**src/rtl/bram_player.sv**
```systemverilog
// bram_player
//   Scans a DEPTH x DATA_W block RAM with a prescaled address counter and
//   presents the read word on the board outputs. Four debounced buttons
//   control the scan: run/pause, single step (pause only), direction
//   toggle and rewind to address 0. While paused, a valid/ready write port
//   loads the RAM.
//
// Ports
//   clk       system clock
//   rst_n     synchronous reset, active low
//   btn       raw buttons, async, active high:
//             [0] run/pause, [1] step, [2] reverse, [3] rewind
//   wr_valid  write request
//   wr_ready  high while paused; a write happens on valid & ready
//   wr_addr   write address
//   wr_data   write data
//   rd_addr   current scan address
//   rd_data   RAM word at the previous cycle's rd_addr
//   rd_valid  one-cycle pulse when rd_data first shows a new address
//   running   1 = RUN, 0 = PAUSE
//   reverse   1 = scan address decrements
module bram_player #(
    parameter int unsigned DATA_W     = 16,
    parameter int unsigned ADDR_W     = 8,
    parameter int unsigned SHIFT      = 0,
    parameter int unsigned DEBOUNCE_W = 4
) (
    input  logic              clk,
    input  logic              rst_n,
    input  logic [3:0]        btn,
    input  logic              wr_valid,
    output logic              wr_ready,
    input  logic [ADDR_W-1:0] wr_addr,
    input  logic [DATA_W-1:0] wr_data,
    output logic [ADDR_W-1:0] rd_addr,
    output logic [DATA_W-1:0] rd_data,
    output logic              rd_valid,
    output logic              running,
    output logic              reverse
);

    localparam int unsigned DEPTH = 2 ** ADDR_W;
    // The prescaler needs at least one bit to be declarable; with SHIFT=0
    // that bit is simply never incremented.
    localparam int unsigned PW = (SHIFT > 0) ? SHIFT : 1;
    localparam logic [DEBOUNCE_W-1:0] CNT_MAX = '1;

    typedef enum logic {
        ST_PAUSE = 1'b0,
        ST_RUN   = 1'b1
    } state_t;

    // ------------------------------------------------------------------
    // Button synchroniser and debouncer
    // ------------------------------------------------------------------
    logic [3:0]                 btn_s1_q;
    logic [3:0]                 btn_s2_q;
    logic [3:0][DEBOUNCE_W-1:0] cnt_q, cnt_d;
    logic [3:0]                 db_q, db_d;
    logic [3:0]                 db_prev_q;
    logic [3:0]                 press;

    // A change of the synced level is visible one stage early (s1 != s2),
    // so the counter restarts on the same edge the synced level moves.
    always_comb begin
        cnt_d = cnt_q;
        db_d  = db_q;
        for (int unsigned i = 0; i < 4; i++) begin
            if (btn_s1_q[i] != btn_s2_q[i]) begin
                cnt_d[i] = '0;
            end else if (cnt_q[i] != CNT_MAX) begin
                cnt_d[i] = cnt_q[i] + DEBOUNCE_W'(1);
            end else begin
                db_d[i] = btn_s2_q[i];
            end
        end
    end

    always_ff @(posedge clk) begin
        if (!rst_n) begin
            btn_s1_q  <= '0;
            btn_s2_q  <= '0;
            cnt_q     <= '0;
            db_q      <= '0;
            db_prev_q <= '0;
        end else begin
            btn_s1_q  <= btn;
            btn_s2_q  <= btn_s1_q;
            cnt_q     <= cnt_d;
            db_q      <= db_d;
            db_prev_q <= db_q;
        end
    end

    assign press = db_q & ~db_prev_q;

    // ------------------------------------------------------------------
    // Run/pause FSM
    // ------------------------------------------------------------------
    state_t state_q, state_d;

    always_ff @(posedge clk) begin
        if (!rst_n) begin
            state_q <= ST_PAUSE;
        end else begin
            state_q <= state_d;
        end
    end

    always_comb begin
        state_d = state_q;
        unique case (state_q)
            ST_PAUSE: if (press[0]) state_d = ST_RUN;
            ST_RUN:   if (press[0]) state_d = ST_PAUSE;
            default:  state_d = ST_PAUSE;
        endcase
    end

    always_comb begin
        running  = (state_q == ST_RUN);
        wr_ready = (state_q == ST_PAUSE);
    end

    // ------------------------------------------------------------------
    // Prescaler and scan address
    // ------------------------------------------------------------------
    logic [PW-1:0]     pre_q, pre_d;
    logic              tick;
    logic              advance;
    logic              rewind;
    logic [ADDR_W-1:0] addr_q, addr_d;
    logic              rev_q, rev_d;
    logic              moved_q, moved_d;
    logic              rd_valid_q;

    always_comb begin
        pre_d = pre_q;
        tick  = 1'b0;
        if (state_q == ST_RUN) begin
            if (SHIFT == 0) begin
                tick = 1'b1;
            end else begin
                tick  = (pre_q == {PW{1'b1}});
                pre_d = pre_q + PW'(1);
            end
        end
        if (state_d != ST_RUN || rewind) begin
            pre_d = '0;
        end
    end

    // Direction toggles take effect after the current advance, so an
    // advance in the same cycle still uses the old direction.
    always_comb begin
        rewind  = press[3];
        advance = ((state_q == ST_RUN) && tick) ||
                  ((state_q == ST_PAUSE) && press[1]);
        rev_d   = rev_q ^ press[2];
        addr_d  = addr_q;
        if (rewind) begin
            addr_d = '0;
        end else if (advance) begin
            addr_d = rev_q ? (addr_q - ADDR_W'(1)) : (addr_q + ADDR_W'(1));
        end
        moved_d = (addr_d != addr_q);
    end

    // moved_q marks "rd_addr just changed"; rd_valid follows one cycle
    // later, once the RAM has produced the word for the new address.
    // Reset counts as reaching address 0.
    always_ff @(posedge clk) begin
        if (!rst_n) begin
            pre_q      <= '0;
            addr_q     <= '0;
            rev_q      <= 1'b0;
            moved_q    <= 1'b1;
            rd_valid_q <= 1'b0;
        end else begin
            pre_q      <= pre_d;
            addr_q     <= addr_d;
            rev_q      <= rev_d;
            moved_q    <= moved_d;
            rd_valid_q <= moved_q;
        end
    end

    // ------------------------------------------------------------------
    // Block RAM: synchronous read-first, write only while paused
    // ------------------------------------------------------------------
    logic [DATA_W-1:0] mem [DEPTH];
    logic [DATA_W-1:0] rd_data_q;
    logic              wr_fire;

    assign wr_fire = rst_n && wr_valid && wr_ready;

    always_ff @(posedge clk) begin
        if (wr_fire) begin
            mem[wr_addr] <= wr_data;
        end
        rd_data_q <= mem[addr_q];
    end

    assign rd_addr  = addr_q;
    assign rd_data  = rd_data_q;
    assign rd_valid = rd_valid_q;
    assign reverse  = rev_q;

endmodule
```
**config.mk**
```make
export PLATFORM = sky130hd
export DESIGN_NAME = bram_player
export DESIGN_NICKNAME = d
export VERILOG_FILES = /design/src/rtl/bram_player.sv
export SDC_FILE = /design/constraint.sdc
export NUM_CORES = 2
export LEC_CHECK = 0
export BUFFER_PORTS_ARGS = -buffer_cell sky130_fd_sc_hd__buf_2
export CAP_MARGIN = 40
export CORE_MARGIN = 4
export CORE_UTILIZATION = 40
export DETAILED_ROUTE_END_ITERATION = 16
export PLACE_DENSITY = 0.57
export SKIP_LAST_GASP = 1
export SYNTH_ARGS = -nofsm -noshare
export SYNTH_HDL_FRONTEND = slang
export SYNTH_SLANG_ARGS = --single-unit
```
**constraint.sdc**
```tcl
create_clock -name clk -period 4.4 [get_ports clk]
set_clock_uncertainty 0.2 [all_clocks]
set_input_delay 1.32 -clock clk [delete_from_list [all_inputs] [get_ports clk]]
set_output_delay 1.32 -clock clk [all_outputs]
set_load 0.02 [all_outputs]
```
; Yosys cells after proc, flatten, opt, wreduce, memory -nomap -nowiden
; Memories as Yosys holds them, arrays and structs flattened. A register that Yosys moved wholly into a read port is not among the register bits.
; Cells that the tools add are included.
[op_classes]
n_reduce_logical = 13
n_eq_ne = 9
addsub = 6
order_cmp = 0
multipliers = 0
div_mod_pow = 0
n_bitwise = 13
n_mux = 9
n_shift = 0
[ops]
columns = op, n
row1 = 8-bit two-way mux, 3
row2 = 4-bit by 1-bit adder with 4-bit output (second input constant), 4
row3 = 4-bit != test (second input constant), 4
row4 = 1-bit inverter, 10
row5 = 8-bit by 1-bit adder with 8-bit output (second input constant), 1
row6 = 8-bit != test, 1
row7 = 2-bit AND reduction, 4
row8 = 2-bit OR reduction, 4
row9 = 8-bit by 1-bit subtractor with 8-bit output (second input constant), 1
row10 = 1-bit two-way mux, 5
row11 = 4-bit AND, 1
row12 = 1-bit logical AND, 4
row13 = 1-bit != test, 4
row14 = 4-bit inverter, 1
row15 = 1-bit case mux with 2 select lines, 1
row16 = 1-bit logical OR, 1
row17 = 1-bit bitwise XOR, 1
[word_totals]
latchBits = 0
memories = 1
output_inout_bits = 28
rom_bits = 0
ff_bits = 44
in_bits = 31
mem_bits_rw = 4096
wordCells = 67
[mem_list]
columns = memory, words, width, read_ports, rd_ports_with_merged_regs, wr, line_no
row1 = mem, 256, 16, 1, 1, 1, 190  ; logic [DATA_W-1:0] mem [DEPTH];

; Depth between registers and ports, before layout
[depth]
depth_word = 7
ltp_mapped = 13
depth_no_buf = 7

; Least setup slack after synthesis
; No wires, ideal clock.
[synth_path]
path_type = input to register
from = input rst_n
to = memory mem[220][0] (enable)
slack_ns = 0.556
cell_stages = 6
arrival_time_ns = 3.255
setup_time_ns = 0.388
n_path_buf = 2
t_required_ns = 3.812
cell_sequence = clkbuf_1 > nand2_1 > nor4_1 > nand3_1 > clkbuf_1 > nor2_1
[synth_via]
elab_chain_cells = 4
[synth_rtl]
columns = element, line_no
row1 = start: declaration, 29  ; input logic rst_n,
row2 = 1-bit logical AND (2 in a row), 194  ; assign wr_fire = rst_n && wr_valid && wr_ready;
row3 = 1-bit two-way mux, 197  ; if (wr_fire) begin
row4 = 1-bit two-way mux (not written as such), 198  ; mem[wr_addr] <= wr_data;
row5 = end: declaration, 190
; Every way passes these cells.

==> impl_metrics.csv <==
group,metric,value,unit
outcome,status,"finished, final reports clean",
timing,fin_setup_tns,0,ns
synth,synthFlopType,"edfxtp_1",
cts,root_buffer,"clkbuf_16",
routing,dr_total_vias,79300,
routing,final_antenna_net_count,0,
power,p_comb_share,1.3,%
power,internal_power,0.0647,W
synth,synthTopCellsByArea,"edfxtp_1 77%, mux4_2 13%, mux2i_1 1.5%",
synth,synth-edff-count,4096,
synth,yosys.area.top_type_share,77.3,%
power,clock_power_share,44.8,%
synth,ys_ff_latch,4156,
cts,cts_buffers,424,
floorplan,dieArea,408000,µm²
floorplan,io-pin-count,59,
synth,avgSynthCellArea,22.5,µm²
synth,synthTopCellsByCount,"4096 x edfxtp_1, 919 x mux4_2, 325 x nor2_1",
cts,clock-sinks,4156,
worst_setup_path,critPathKind,"reg -> reg",
finish,final_layout_size_suffix_gt1_share,29.7,%
global_routing,grt-ovfl-total,0,
worst_setup_path,crit_fanout,23,
floorplan,core-area,396000,µm²
timing,fmax,231,MHz
timing,relSlewSlack,11.7,%
finish,final_area,185000,µm²
synth,yosysMostFrequentCell,"edfxtp_1",
synth,synth-compound-area-share,2.96,%
global_routing,grt_max_degree,116,
worst_setup_path,cp-end-kind,"flip-flop",
synth,synth-adder-area-share,0.0912,%
power,power_density,436,nW/µm²
placement,port_buffers,58,
floorplan,row_count,231,
global_routing,antenna_found_initial,28,
synth,synth_cell_type_count,67,
floorplan,die_h,639,µm
cts,h-tree-depth,5,
placement,dp_hpwl,279000,µm
power,sequentialPowerShare,53.9,%
finish,final_cells,13600,
timing,rsz0062_at_grt,"false",
synth,syn-num-nets,7120,
routing,drc,0,
routing,drt_wl_total,448000,µm
cts,cts_tree,"built",
worst_setup_path,critPathRequiredTime,5.03,ns
power,net-switching-power,0.0161,W
global_routing,gr-usage-all-layers,21.7,%
synth,synth-seq-area-share,78.1,%
timing,drv_slew,0,
finish,fin_nets,7977,
routing,dr.pass1.iters,6,
cts,clk_pin_slew,0.06,ns
floorplan,fp.dieW,639,µm
cts,insertion_delay,0.96,ns
finish,area_growth,16.3,%
placement,dp.cells,12800,
timing,finalSetupViolCount,0,
worst_setup_path,setup.worst_path.start_class,"flip-flop",
floorplan,initial_core_util,40.2,%
synth,syn-cell-area,159000,µm²
min_path,min_path_type,"reg -> reg",
global_routing,grt_pass1_vias,79400,
power,power.leakage,56.7,nW
synth,synth-async-reset-ratio,0,%
synth,synthMuxAreaShare,15.3,%
synth,synth_warnings,0,
timing,fin_crit_sh,98.3,%
power,sw_frac_of_total,19.9,%
placement,place_congestion,0.849,
worst_setup_path,rrSetupSlack,0.08,ns
synth,syn_inst,7078,
worst_setup_path,cp.arrival,4.95,ns
synth,yosys.area_share.simple,1.84,%
synth,synth-xor-area-share,0.0881,%
routing,wl_per_cell,33.0,µm
timing,fin_crit,4.32,ns
global_routing,grt_first_pass_wirelength,629000,µm
timing,worst_pin_slew,1.32,ns
routing,dr.first_iter.drc_count,10700,
timing,hold_violations,0,
synth,synth_top_family_by_area,"multiplexers",
synth,netlist.top_cell.by_area,"edfxtp_1",
flow_run,drv_cap,0,
routing,viasPerCell,5.85,
cts,clock_path_buffers,4,
power,ir_drop,0.334,mV
placement,place_area,171000,µm²
[layer usage]
layer	part of all wire [%]	global-route usage, %
met1	40	30.6
met2	48	34.4
met3	8.1	3.56
met4	3.6	7.09
met5	0.0029	0
[cell usage in the layout, fill, tap and decap left out, types with 53 or more instances in the layout]
| cell | instances |
|---|---|
| a21oi_1 | 53 |
| a221oi_1 | 63 |
| a22o_1 | 66 |
| a22oi_1 | 146 |
| buf_12 | 108 |
| buf_4 | 663 |
| clkbuf_1 | 73 |
| clkbuf_16 | 428 |
| clkinv_1 | 89 |
| clkinv_2 | 92 |
| dfxtp_1 | 55 |
| edfxtp_1 | 4096 |
| mux2i_1 | 238 |
| mux4_2 | 919 |
| nand2_1 | 62 |
| nor2_1 | 293 |
| nor3_1 | 90 |
| o22ai_1 | 102 |
[area by class of cell]
cell class | instances | area (µm²)
fillers | 32400 | 211000
flip-flops and latches | 4156 | 124000
multi-input cells | 2510 | 32500
clock buffers | 516 | 11200
repair buffers | 838 | 7730
well taps | 5242 | 6560
clock inverters | 274 | 2810
diodes | 16 | 40.0
inverters | 5 | 18.8
[power groups by stage]
stage / Combinational, W / Sequential, W / Clock (W)
6_report: 0.00103 / 0.0435 / 0.0362
2_1_floorplan: 0.0000732 / 0.0444 / 0
3_3_place_gp: 0.000982 / 0.0443 / 0
5_1_grt: 0.00109 / 0.0435 / 0.0385
4_1_cts: 0.00104 / 0.0435 / 0.0368
3_5_place_dp: 0.00104 / 0.0444 / 0
[cells by family (layout without fill, tap and decap cells)]
logic type,count (synthesis),after routing
compound gates,635,635
xor+xnor,16,16
buf+inv,412,1633
other cells,0,16
simple gates,636,636
mux,1212,1212
flops,4156,4156
fa+ha+maj,11,11
[final timing paths]
path,cells after the start,endpoint,start
worst max-delay path,10,rd_data[12],rd_addr[0]
worst min-delay path,2,db_q[0],btn_s2_q[0]
worst max register to register,10,rd_data[12],rd_addr[0]
worst min register to register,2,db_q[0],btn_s2_q[0]
[state kept, by name, indices dropped and copies added, names as in the netlist]
register / flops
reverse: 1
btn_s2_q: 4
db_q: 4
db_prev_q: 4
running: 1
cnt_q: 16
rd_data: 16
rd_valid: 1
mem: 4096
moved_q: 1
rd_addr: 8
btn_s1_q: 4
[what timing repair did]
item | CTS | global route
gates resized for setup | 0 | 0
buffers inserted | 0 | 1
endpoints found under the setup margin | 0 | 1
hold buffers | 0 | 0
[worst max-delay path, stage by stage, from the launching register on]
cell,delay [ns]
dfxtp_4,0.84
buf_12,0.30
buf_4,0.31
mux4_2,0.54
a22o_1,0.29
a221oi_1,0.46
o22ai_1,0.29
nor3_1,0.46
buf_4,0.24
buf_4,0.15
nor4bb_1,0.05
[metrics by stage]
step | power, W | util [%] | hold WS, ns | setup WS, ns
5_1_grt | 0.0831 | 46.7 | 0.288 | 0.0262
3_5_place_dp | 0.0454 | 43.2 | 0.262 | 0.0112
2_1_floorplan | 0.0444 | - | 0.212 | 0.556
4_1_cts | 0.0814 | 46.7 | 0.286 | 0.0198
3_3_place_gp | 0.0453 | 43.1 | 0.261 | -0.460
6_report | 0.0807 | 46.7 | 0.285 | 0.0764
No activity file was read; power rests on OpenSTA's default activity.
